--- src/rtl/pipelined_rca_pkg.sv ---
// Shared definitions for the pipelined ripple-carry adder/subtractor.
package pipelined_rca_pkg;

    localparam logic MODE_ADD = 1'b0;
    localparam logic MODE_SUB = 1'b1;

    function automatic bit width_ok(input int width, input int stages);
        return (stages >= 1) && (stages <= width) && ((width % stages) == 0);
    endfunction

    // Full-adder cell: returns {carry, sum}.
    function automatic logic [1:0] full_add(input logic x, input logic y, input logic c);
        return {(x & y) | (x & c) | (y & c), x ^ y ^ c};
    endfunction

endpackage

--- src/rtl/rca_slice.sv ---
// Combinational CW-bit ripple-carry slice built from the full-adder cell.
module rca_slice
    import pipelined_rca_pkg::*;
#(
    parameter int CW = 8
) (
    input  logic [CW-1:0] a,
    input  logic [CW-1:0] b,
    input  logic          cin,
    output logic [CW-1:0] sum,
    output logic          cout,
    output logic          c_msb
);

    always_comb begin
        logic       c;
        logic [1:0] fa;
        // NOTE: every output gets a default first so no path can infer a latch.
        sum   = '0;
        c_msb = cin;
        c     = cin;
        for (int i = 0; i < CW; i++) begin
            if (i == CW - 1) c_msb = c;
            fa     = full_add(a[i], b[i], c);
            sum[i] = fa[0];
            c      = fa[1];
        end
        cout = c;
    end

endmodule

--- src/rtl/pipelined_rca.sv ---
// Pipelined ripple-carry adder/subtractor: one CW-bit slice per stage,
// valid/ready flow control with a combinational, bubble-free ready chain.
module pipelined_rca
    import pipelined_rca_pkg::*;
#(
    parameter int WIDTH  = 32,
    parameter int STAGES = 4
) (
    input  logic             clk,
    input  logic             rst_n,
    input  logic             in_valid,
    output logic             in_ready,
    input  logic [WIDTH-1:0] a,
    input  logic [WIDTH-1:0] b,
    input  logic             cin,
    input  logic             sub,
    output logic             out_valid,
    input  logic             out_ready,
    output logic [WIDTH-1:0] sum,
    output logic             cout,
    output logic             ovf
);

    localparam int CW = WIDTH / STAGES;

    if (!width_ok(WIDTH, STAGES)) begin : g_bad_cfg
        $error("pipelined_rca: WIDTH must be a multiple of STAGES, 1 <= STAGES <= WIDTH");
    end

    logic [WIDTH-1:0]  b_eff;
    logic              cin_eff;
    logic [STAGES-1:0] stage_v;
    logic [STAGES-1:0] adv;

    assign b_eff   = (sub == MODE_SUB) ? ~b : b;
    assign cin_eff = (sub == MODE_ADD) ? cin : 1'b1;

    // A stage advances if out_ready is high or any stage at or after it is empty.
    always_comb begin
        logic go;
        go  = out_ready;
        adv = '0;
        for (int k = STAGES - 1; k >= 0; k--) begin
            go     = go || !stage_v[k];
            adv[k] = go;
        end
    end

    assign in_ready = adv[0];

    for (genvar k = 0; k < STAGES; k++) begin : g_st
        localparam int LO  = k * CW;
        localparam int REM = WIDTH - LO;

        logic             in_v;
        logic             in_c;
        logic [REM-1:0]   in_a;
        logic [REM-1:0]   in_b;
        logic [LO+CW-1:0] s_nx;
        logic [CW-1:0]    sl_sum;
        logic             sl_cout;
        logic             sl_cmsb;
        logic             v_q;
        logic             c_q;
        logic [LO+CW-1:0] s_q;

        if (k == 0) begin : g_src
            assign in_v = in_valid;
            assign in_c = cin_eff;
            assign in_a = a;
            assign in_b = b_eff;
            assign s_nx = sl_sum;
        end else begin : g_src
            assign in_v = g_st[k-1].v_q;
            assign in_c = g_st[k-1].c_q;
            assign in_a = g_st[k-1].g_hi.ah_q;
            assign in_b = g_st[k-1].g_hi.bh_q;
            assign s_nx = {sl_sum, g_st[k-1].s_q};
        end

        rca_slice #(.CW(CW)) u_slice (
            .a     (in_a[CW-1:0]),
            .b     (in_b[CW-1:0]),
            .cin   (in_c),
            .sum   (sl_sum),
            .cout  (sl_cout),
            .c_msb (sl_cmsb)
        );

        // NOTE: sequential state uses non-blocking assignments; data registers are
        // reset too so sum/cout/ovf read 0 straight after reset.
        always_ff @(posedge clk or negedge rst_n) begin
            if (!rst_n) begin
                v_q <= 1'b0;
                c_q <= 1'b0;
                s_q <= '0;
            end else if (adv[k]) begin
                v_q <= in_v;
                if (in_v) begin
                    s_q <= s_nx;
                    c_q <= sl_cout;
                end
            end
        end

        assign stage_v[k] = v_q;

        if (k < STAGES - 1) begin : g_hi
            logic [REM-CW-1:0] ah_q;
            logic [REM-CW-1:0] bh_q;
            // Only the last slice's carry into the MSB feeds ovf.
            logic top_carry_unused;
            assign top_carry_unused = sl_cmsb;

            always_ff @(posedge clk or negedge rst_n) begin
                if (!rst_n) begin
                    ah_q <= '0;
                    bh_q <= '0;
                end else if (adv[k] && in_v) begin
                    ah_q <= in_a[REM-1:CW];
                    bh_q <= in_b[REM-1:CW];
                end
            end
        end else begin : g_last
            logic cmsb_q;
            always_ff @(posedge clk or negedge rst_n) begin
                if (!rst_n)               cmsb_q <= 1'b0;
                else if (adv[k] && in_v)  cmsb_q <= sl_cmsb;
            end
        end
    end

    assign out_valid = stage_v[STAGES-1];
    assign sum       = g_st[STAGES-1].s_q;
    assign cout      = g_st[STAGES-1].c_q;
    assign ovf       = g_st[STAGES-1].c_q ^ g_st[STAGES-1].g_last.cmsb_q;

endmodule

--- config.mk ---
export PLATFORM = sky130hd
export DESIGN_NAME = pipelined_rca
export DESIGN_NICKNAME = d
export VERILOG_FILES = /design/src/rtl/pipelined_rca_pkg.sv /design/src/rtl/rca_slice.sv /design/src/rtl/pipelined_rca.sv
export SDC_FILE = /design/constraint.sdc
export NUM_CORES = 1
export LEC_CHECK = 0
export BUFFER_PORTS_ARGS = -buffer_cell sky130_fd_sc_hd__buf_2
export CORE_UTILIZATION = 50
export CTS_BUF_LIST = sky130_fd_sc_hd__clkbuf_8
export DETAILED_ROUTE_END_ITERATION = 10
export GPL_TIMING_DRIVEN = 1
export MAX_ROUTING_LAYER = met4
export PLACE_DENSITY = 0.71
export SETUP_SLACK_MARGIN = 0.02
export SLEW_MARGIN = 10
export SYNTH_ARGS = -nofsm -noshare
export SYNTH_HDL_FRONTEND = slang
export SYNTH_HIERARCHICAL = 1
export SYNTH_SLANG_ARGS = --single-unit
--- constraint.sdc ---
create_clock -name clk -period 4.17 [get_ports clk]
set_input_delay 0.2085 -clock clk [delete_from_list [all_inputs] [get_ports clk]]
set_output_delay 0.2085 -clock clk [all_outputs]
set_load 0.01 [all_outputs]
Word-level counts from Yosys, hierarchy flattened
Cells that the tools add are included.
Storage, ports and cells
  latch bits: 0
  memories kept: 0
  input port bits: 70
  output and inout port bits: 36
  bits in writable memories: 0
  bits in read-only memories: 0
  flip-flop bits (word level): 185
  word-level logic and storage cells: 263
Operators by class
  reductions and logical operators: 16
  magnitude comparators: 0
  muxes and demuxes: 2
  shifts and indexed selects: 0
  $add $sub $neg: 0
  divide/modulo/power cells: 0
  equal/unequal tests: 0
  multipliers: 0
  bitwise gates (word level): 226
Operators by type and width (number)
  bitwise AND 1 bit: 96
  XOR 1 bit: 65
  OR 1 bit: 64
  2-to-1 mux 32 bit: 1
  inverter 32 bit: 1
  AND reduction 2 bit: 4
  logical AND 1 bit: 4
  zero test 1 bit: 4
  logical OR 1 bit: 4
  2-to-1 mux 1 bit: 1

Depth between registers and ports, before layout
Gate-level depths: netlist of the first run.
  depth in word-level cells: 26
  depth in mapped cells: 16
  depth with buffers taken out: 14

By module
Netlist of the first run, hierarchy kept.
Modules (own cells, without submodules)
  pipelined_rca: area an instance 7298.2 um^2, sequential area each 4629.4 um^2, cells each 435, instances 1
  rca_slice: area an instance 197.7 um^2, sequential area each 0.0 um^2, cells each 18, instances 4

Least setup slack after synthesis of the first run
OpenSTA, ideal clock, no wires.
  kind: input to register
  from: input sub
  to: register g_st[0].s_q[7]
  slack: 0.114 ns
  arrival time: 3.991 ns
  buffers on the path: 2
  setup time: 0.064 ns
  stages on the path: 16
  required time: 4.106 ns
  cell sequence: clkbuf_1 -> buf_2 -> or2_2 -> inv_1 -> fa_1 -> inv_1 -> fa_1 -> fa_1 -> fa_1 -> fa_1 -> fa_1 -> fa_1 -> inv_1 -> fa_1 -> inv_1 -> mux2_2
Between the ends
  word-level cells in the longest chain between the ends: 23
  elaborated cells on any way between the ends: 39
  classes of those cells: mux (2); bitwise (37)
Ends and longest elaborated chain
  start: declaration: line pipelined_rca.sv:16  | input logic sub,
  2-to-1 mux 1 bit *: line pipelined_rca.sv:36  | assign cin_eff = (sub == MODE_ADD) ? cin : 1'b1;
  via cin_eff: line pipelined_rca.sv:31  | logic cin_eff;
  bitwise AND 1 bit: line pipelined_rca_pkg.sv:13  | return {(x & y) | (x & c) | (y & c), x ^ y ^ c};
  OR 1 bit: line pipelined_rca_pkg.sv:13
  OR 1 bit *: line pipelined_rca_pkg.sv:13
  bitwise AND 1 bit: line pipelined_rca_pkg.sv:13
  OR 1 bit: line pipelined_rca_pkg.sv:13
  OR 1 bit *: line pipelined_rca_pkg.sv:13
  [... 10 more ...]
  OR 1 bit: line pipelined_rca_pkg.sv:13
  OR 1 bit *: line pipelined_rca_pkg.sv:13
  bitwise AND 1 bit: line pipelined_rca_pkg.sv:13
  OR 1 bit: line pipelined_rca_pkg.sv:13
  OR 1 bit *: line pipelined_rca_pkg.sv:13
  via g_st[0].g_hi.top_carry_unused: line pipelined_rca.sv:112  | logic top_carry_unused;
  XOR 1 bit *: line pipelined_rca_pkg.sv:13
  via g_st[0].s_nx[7]: line pipelined_rca.sv:59  | logic [LO+CW-1:0] s_nx;
  end signal: assignment: line pipelined_rca.sv:100  | s_q <= s_nx;
  end: declaration: line pipelined_rca.sv:65  | logic [LO+CW-1:0] s_q;
The timed path passes the listed nets; every way through them passes the cells marked *.
A chain may end at the register's enable or synchronous reset.

Final worst setup path of the first run
  from: register g_st[1].g_hi.bh_q[0]
  to: register g_st[2].s_q[23]
Between the ends
  word-level cells in the longest chain between the ends: 22
  elaborated cells on any way between the ends: 29
  classes of those cells: bitwise (29)
Ends and longest elaborated chain
  start: declaration: line pipelined_rca.sv:110  | logic [REM-CW-1:0] bh_q;
  start signal: assignment: line pipelined_rca.sv:121  | bh_q <= in_b[REM-1:CW];
  bitwise AND 1 bit: line pipelined_rca_pkg.sv:13
  OR 1 bit: line pipelined_rca_pkg.sv:13
  OR 1 bit *: line pipelined_rca_pkg.sv:13
  bitwise AND 1 bit: line pipelined_rca_pkg.sv:13
  OR 1 bit: line pipelined_rca_pkg.sv:13
  OR 1 bit *: line pipelined_rca_pkg.sv:13
  bitwise AND 1 bit: line pipelined_rca_pkg.sv:13
  OR 1 bit: line pipelined_rca_pkg.sv:13
  [... 8 more ...]
  OR 1 bit: line pipelined_rca_pkg.sv:13
  OR 1 bit *: line pipelined_rca_pkg.sv:13
  bitwise AND 1 bit: line pipelined_rca_pkg.sv:13
  OR 1 bit: line pipelined_rca_pkg.sv:13
  OR 1 bit *: line pipelined_rca_pkg.sv:13
  via g_st[2].g_hi.top_carry_unused: line pipelined_rca.sv:112
  XOR 1 bit *: line pipelined_rca_pkg.sv:13
  via g_st[2].sl_sum[7]: line pipelined_rca.sv:60  | logic [CW-1:0] sl_sum;
  end signal: assignment: line pipelined_rca.sv:100
  end: declaration: line pipelined_rca.sv:65
Marked as above.

==> flow_metrics.py, run 1 <==
metrics = {
    "sta": {
        "min_period_ns": 3.85,
        "hold_viol": 0,
        "maxSlewViolCount": 0,
        "relSlewSlack_pct": 25.8,
        "rsz0062_at_grt": "false",
        "setup-violations-final": 0,
        "worst_slew_pin_slew_ns": 1.11,
        "fin_skew_ns": 0.0126,
        "fmax_ghz": 0.260,
        "tns_ns": 0,
        "post-route-period-util_pct": 92.4,
    },
    "synth": {
        "ys_ff_latch": 185,
        "yosysUniqueCellTypes": 17,
        "syn-instance-count": 507,
        "ys_seq_area_share_pct": 57.2,
        "avgSynthCellArea_um2": 16.0,
        "netlist_area_mm2": 0.00809,
        "ys_warn_count": 6,
        "synth_nets": 609,
    },
    "pwr": {
        "peakVddDrop_mv": 0.226,
        "power.density_mw_per_mm2": 604,
        "cellLeakagePower_nw": 4.37,
    },
    "place": {
        "io_buffers": 105,
        "gp_congestion": 0.724,
        "dp_cells": 811,
        "dpl.hpwl_um": 8780,
    },
    "clock_network": {
        "cts_tree": "built",
        "root_buffer": "clkbuf_8",
        "htreeDepth": 4,
        "clk_path_buf_depth": 2,
        "postCtsSetupRepairBufs": 0,
        "worstSkewPairLatency_ns": 0.45,
        "path_clk_slew_ns": 0.09,
        "cts_made_buffers": 17,
        "clkSinkCount": 185,
    },
    "finish": {
        "drive_gt1_share_pct": 50.1,
        "fillers": 1262,
        "diodes": 0,
        "layout-area-overhead-vs-synth_pct": 16.9,
        "final_cells": 869,
        "final_nets": 742,
    },
    "critical_path": {
        "crit_family": "adder cells",
        "cp_max_fo": 2,
        "critPathRequiredTime_ns": 4.57,
        "critPathArrivalTime_ns": 4.25,
        "path_class": "reg -> reg",
        "worstPathCellList": "inv_1, fa_1, inv_1, fa_1, fa_1, fa_1, fa_1, fa_1, fa_1, inv_1, fa_1, inv_1, mux2_2",
        "cp-end-kind": "flop",
        "cp_common_cell": "fa_1",
        "crit_buf_inv": 4,
        "worst_path_largest_cell_delay_ns": 0.43,
        "start_kind": "flop",
        "slowest_stage": "fa_1",
    },
    "floorplanning": {
        "fp.dieW_um": 129,
        "core_area_mm2": 0.0158,
        "initial_core_util_pct": 51.1,
        "placementRows": 46,
        "die_h_um": 129,
        "dieArea_mm2": 0.0167,
        "pin_count": 106,
    },
    "global_routing": {
        "grt-ovfl-total": 0,
        "grt_max_degree": 116,
        "first_global_vias": 4459,
        "antenna_found_initial": 0,
        "grt_pass1_wl_um": 21800,
        "track_usage_pct": 17.9,
    },
    "drt": {
        "drc": 0,
        "top_layer_used": "met4",
        "drt-vias-per-instance": 4.86,
        "dr.pass1.iters": 4,
        "routed-via-count": 4220,
        "met3_wirelength_um": 469,
        "m1WireLength_um": 5980,
        "routed_wl_um": 13300,
        "wl_met2_um": 6590,
        "postRouteAntennaNets": 0,
        "dr.first_iter.drc_count": 127,
        "wl_per_cell_um": 15.3,
    },
    "hold_path": {
        "hold_class": "in -> reg",
    },
    "status": {
        "status": "completed",
    },
    "job": {
        "max_cap_violations": 0,
    },
}
==> area by class of cell <==
cell class | count | area (µm²) | area share (%)
Clock buffer | 17 | 234 | 2.47
Clock inverter | 15 | 153 | 1.61
Inverter | 40 | 150 | 1.59
Multi-Input combinational cell | 260 | 3190 | 33.7
Sequential cell | 185 | 4630 | 49.0
Tap cell | 216 | 270 | 2.86
Timing Repair Buffer | 136 | 832 | 8.80
==> power breakdown <==
group          internal (W)  switching, W
sequential          0.00246      0.000365
clock              0.000532      0.000620
combinational       0.00101      0.000716
total               0.00401       0.00170
==> cells in the mapped netlist <==
cell | instances | share of area [%]
dfrtp_1 | 185 | 57
mux2_2 | 151 | 21
inv_1 | 40 | 1.9
xor2_1 | 33 | 3.6
fa_1 | 32 | 7.9
mux2_4 | 30 | 5.6
buf_2 | 15 | 0.93
nand2b_1 | 5 | 0.39
buf_6 | 4 | 0.56
nand2_1 | 4 | 0.19
buf_4 | 2 | 0.19
a21boi_2 | 1 | 0.14
and4b_1 | 1 | 0.12
clkbuf_1 | 1 | 0.046
nand3b_1 | 1 | 0.093
nand4b_1 | 1 | 0.11
or2_2 | 1 | 0.077
==> metal layers <==
| layer | track usage [%] | vias up |
|---|---|---|
| li1 | - | 1948 |
| met1 | 21.9 | 2172 |
| met2 | 28.7 | 78 |
| met3 | 4.50 | 22 |
| met4 | 6.99 | 0 |
| met5 | - | - |
==> registers in the layout, indices dropped and copies added (netlist names) <==
register / cells
g_st.c_q: 3
g_st.g_hi.bh_q: 48
g_st.g_last.cmsb_q: 1
g_st.s_q: 48
out_valid: 1
cout: 1
g_st.g_hi.ah_q: 48
g_st.v_q: 3
sum: 32
==> worst paths after layout <==
kind | from | endpoint | slack (ns) | cells past startpoint
max | g_st[1].g_hi.bh_q[0] | g_st[2].s_q[23] | 0.32 | 13
min in group asynchronous | rst_n | g_st[2].s_q[1] | 0.42 | 2
max in group asynchronous | rst_n | g_st[1].g_hi.bh_q[7] | 2.69 | 3
min | out_ready | out_valid | 0.11 | 3
max reg2reg | g_st[1].g_hi.bh_q[0] | g_st[2].s_q[23] | 0.32 | 13
min reg2reg | sum[1] | sum[1] | 0.50 | 1
==> cell families (layout without fill, tap and decap cells) <==
group	after synthesis	after routing	share of synthesized area (%)
DFF	185	185	57.2
AOI/OAI and AO/OA	1	1	0.139
xor gates and xnor gates	33	33	3.57
buffers and inverters	62	208	3.57
and+or+nand+nor	13	13	0.975
adders and majority gates	32	32	7.92
muxes	181	181	26.6
==> worst min-delay path: cells and delay by family <==
| family | cells | cell delay (ns) |
|---|---|---|
| and+or+nand+nor | 2 | 0.21 |
| buffers and inverters | 1 | 0.10 |
==> stage by stage <==
step | area [µm²] | utilization, % | setup slack [ns] | hold WS (ns) | power (W)
CTS | 9450 | 59.7 | 0.314 | 0.0796 | 0.00581
floorplan | 8090 | - | 0.114 | -0.0871 | 0.00403
finish | 9450 | 59.7 | 0.318 | 0.107 | 0.00571
detailed placement | 8810 | 55.6 | 0.226 | 0.400 | 0.00462
global route | 9450 | 59.7 | 0.190 | 0.0907 | 0.00613
global placement | 8810 | 55.6 | 0.301 | 0.381 | 0.00451
==> placed cells by master, fill, tap and decap left out, drive strengths merged <==
master / instances
inv: 43
clkbuf: 18
dfrtp: 185
and4b: 1
clkinv: 6
dlygate4sd3: 26
fa: 32
nand3b: 1
nand2: 4
buf: 109
a21boi: 1
bufinv: 2
nand2b: 5
clkinvlp: 4
or2: 1
xor2: 33
mux2: 181
nand4b: 1
==> timing repair <==
item	CTS	global route
gates resized for setup	0	0
endpoints found under the setup margin	0	0
hold buffers	26	0
hold endpoints to repair	138	0
Note: power is estimated with default switching activity, not from simulation.
==> run 2: changes to the inputs <==
Settings changed: CORE_UTILIZATION 50 to 40, PLACE_DENSITY 0.71 to not set.
Clock period 4.17 ns to 3.55 ns, I/O delays scaled along.
==> flow_metrics.py, run 2 (same netlist as run 1, synthesis figures left out) <==
metrics = {
    "drt": {
        "dr.pass1.iters": 4,
        "wl_per_cell_um": 15.6,
        "drc": 0,
        "postRouteAntennaNets": 0,
        "drt-vias-per-instance": 4.63,
        "routed-via-count": 4297,
        "dr.first_iter.drc_count": 105,
        "routed_wl_um": 14500,
    },
    "critical_path": {
        "critPathArrivalTime_ns": 3.90,
        "rrSetupSlack_ns": 0.04,
        "path_class": "reg -> reg",
        "start_kind": "flop",
        "rr_worst_depth": 13,
        "cp_max_fo": 2,
        "cp-end-kind": "flop",
        "reg2reg_to": "sum[31]",
        "r2r_start": "g_st[2].g_hi.ah_q[0]",
        "critPathRequiredTime_ns": 3.94,
    },
    "sta": {
        "fin_skew_ns": 0.0144,
        "relSlewSlack_pct": 24.9,
        "hold_viol": 0,
        "worst_slew_pin_slew_ns": 1.12,
        "fmax_ghz": 0.285,
        "rsz0062_at_grt": "true",
        "timing.hold.ws_ns": 0.0657,
        "post-route-period-util_pct": 98.8,
        "setup-violations-final": 0,
        "min_period_ns": 3.51,
        "maxSlewViolCount": 0,
    },
    "hold_path": {
        "hold_depth": 3,
        "holdPathEnd": "g_st[1].v_q",
        "hold_class": "in -> reg",
        "min_from": "out_ready",
    },
    "floorplanning": {
        "die_h_um": 144,
        "fp.dieW_um": 144,
        "dieArea_mm2": 0.0208,
        "placementRows": 51,
        "initial_core_util_pct": 41.2,
        "pin_count": 106,
        "core_area_mm2": 0.0197,
    },
    "finish": {
        "layout_commonest_cell": "dfrtp_1",
        "drive_gt1_share_pct": 56.8,
        "top_regs": "g_st.g_hi.ah_q (48), g_st.g_hi.bh_q (48), g_st.s_q (48)",
        "layout-area-overhead-vs-synth_pct": 19.4,
        "final_nets": 751,
        "layout_common_cells": "185 x dfrtp_1, 150 x mux2_2, 104 x buf_2",
    },
    "global_routing": {
        "track_usage_pct": 15.9,
        "grt-ovfl-total": 0,
        "busiest_layer": "met2",
        "use_met2_pct": 25.6,
        "grt_pass1_wl_um": 23900,
        "grt_max_degree": 93,
        "use_met3_pct": 4.74,
        "first_global_vias": 4739,
        "use_met1_pct": 19.1,
        "antenna_found_initial": 2,
    },
    "clock_network": {
        "cts_made_buffers": 17,
        "root_buffer": "clkbuf_8",
        "htreeDepth": 4,
        "clkSinkCount": 185,
        "clk_path_buf_depth": 2,
        "worstSkewPairLatency_ns": 0.46,
        "cts_tree": "built",
        "path_clk_slew_ns": 0.09,
    },
    "job": {
        "max_cap_violations": 0,
    },
    "pwr": {
        "power.density_mw_per_mm2": 705,
        "cellLeakagePower_nw": 4.39,
        "power_w": 0.00681,
        "peakVddDrop_mv": 0.243,
    },
    "place": {
        "io_buffers": 105,
        "dpl.hpwl_um": 9580,
        "gp_congestion": 0.721,
    },
    "status": {
        "status": "completed",
    },
}
## run 2: changes by cell type in the layout (fill, tap and decap cells not counted), moves of 2 or more
cell,previous run,this run
clkbuf_8,18,20
fa_1,32,5
diode_2,0,2
fa_2,0,27
buf_4,5,13
inv_2,0,15
inv_1,41,28
## run 2: where the power goes
part           internal (W)  switching, W
logic               0.00127      0.000871
registers           0.00289      0.000460
clock network      0.000585      0.000730
total               0.00474       0.00206
## run 2: routing by layer
metal | vias to the layer above | routed length (µm)
li1 | 1976 | -
met1 | 2227 | 6460
met2 | 77 | 7190
met3 | 17 | 664
met4 | 0 | 170
met5 | - | 0
## run 2: cell type report
class | count | area (µm²)
Sequential cell | 185 | 4630
Timing Repair Buffer | 145 | 912
Clock inverter | 13 | 105
Fill cell | 1754 | 10000
Multi-Input combinational cell | 260 | 3260
Tap cell | 265 | 332
Antenna cell | 2 | 5.00
Inverter | 40 | 150
Clock buffer | 19 | 262
## run 2: worst max path at each step
| stage | slack, ns | start | to | cells after the start |
|---|---|---|---|---|
| finish | 0.04 | g_st[2].g_hi.ah_q[0] | sum[31] | 13 |
| global route | -0.07 | g_st[0].c_q | g_st[1].s_q[15] | 13 |
| CTS | 0.009 | g_st[1].g_hi.bh_q[0] | g_st[2].s_q[23] | 13 |
| detailed placement | -0.15 | g_st[2].g_hi.ah_q[0] | sum[31] | 13 |
| global placement | -0.13 | g_st[1].g_hi.ah_q[0] | g_st[2].s_q[23] | 13 |
| floorplan | -0.07 | sub | g_st[0].s_q[7] | 16 |
## run 2: what timing repair did
action,in CTS,in global routing
buffers inserted,1,4
hold buffers,26,0
endpoints found under the setup margin,6,5
resized for setup,12,19
cloned,0,0
endpoints found under the hold margin,115,0
## run 2: per-stage QoR
step           area [µm²]  std cells  TNS, ns  utilization (%)  setup slack (ns)
4_1_cts              9600        923        0             48.9           0.00920
2_1_floorplan        8140        507  -0.0722                -           -0.0722
3_3_place_gp         8940        864   -0.436             45.5            -0.127
3_5_place_dp         8940        864   -0.773             45.5            -0.154
5_1_grt              9650        929   -0.171             49.1           -0.0684
6_report             9650        929        0             49.1            0.0419
## run 2: critical path: stages, from the launching register on
cell and delay, ns:
dfrtp_1 0.39, inv_2 0.06, fa_2 0.19, inv_1 0.05
fa_2 0.34, fa_2 0.36, fa_2 0.35, fa_2 0.35
fa_2 0.35, fa_2 0.36, inv_2 0.06, fa_1 0.41
inv_1 0.07, mux2_2 0.13
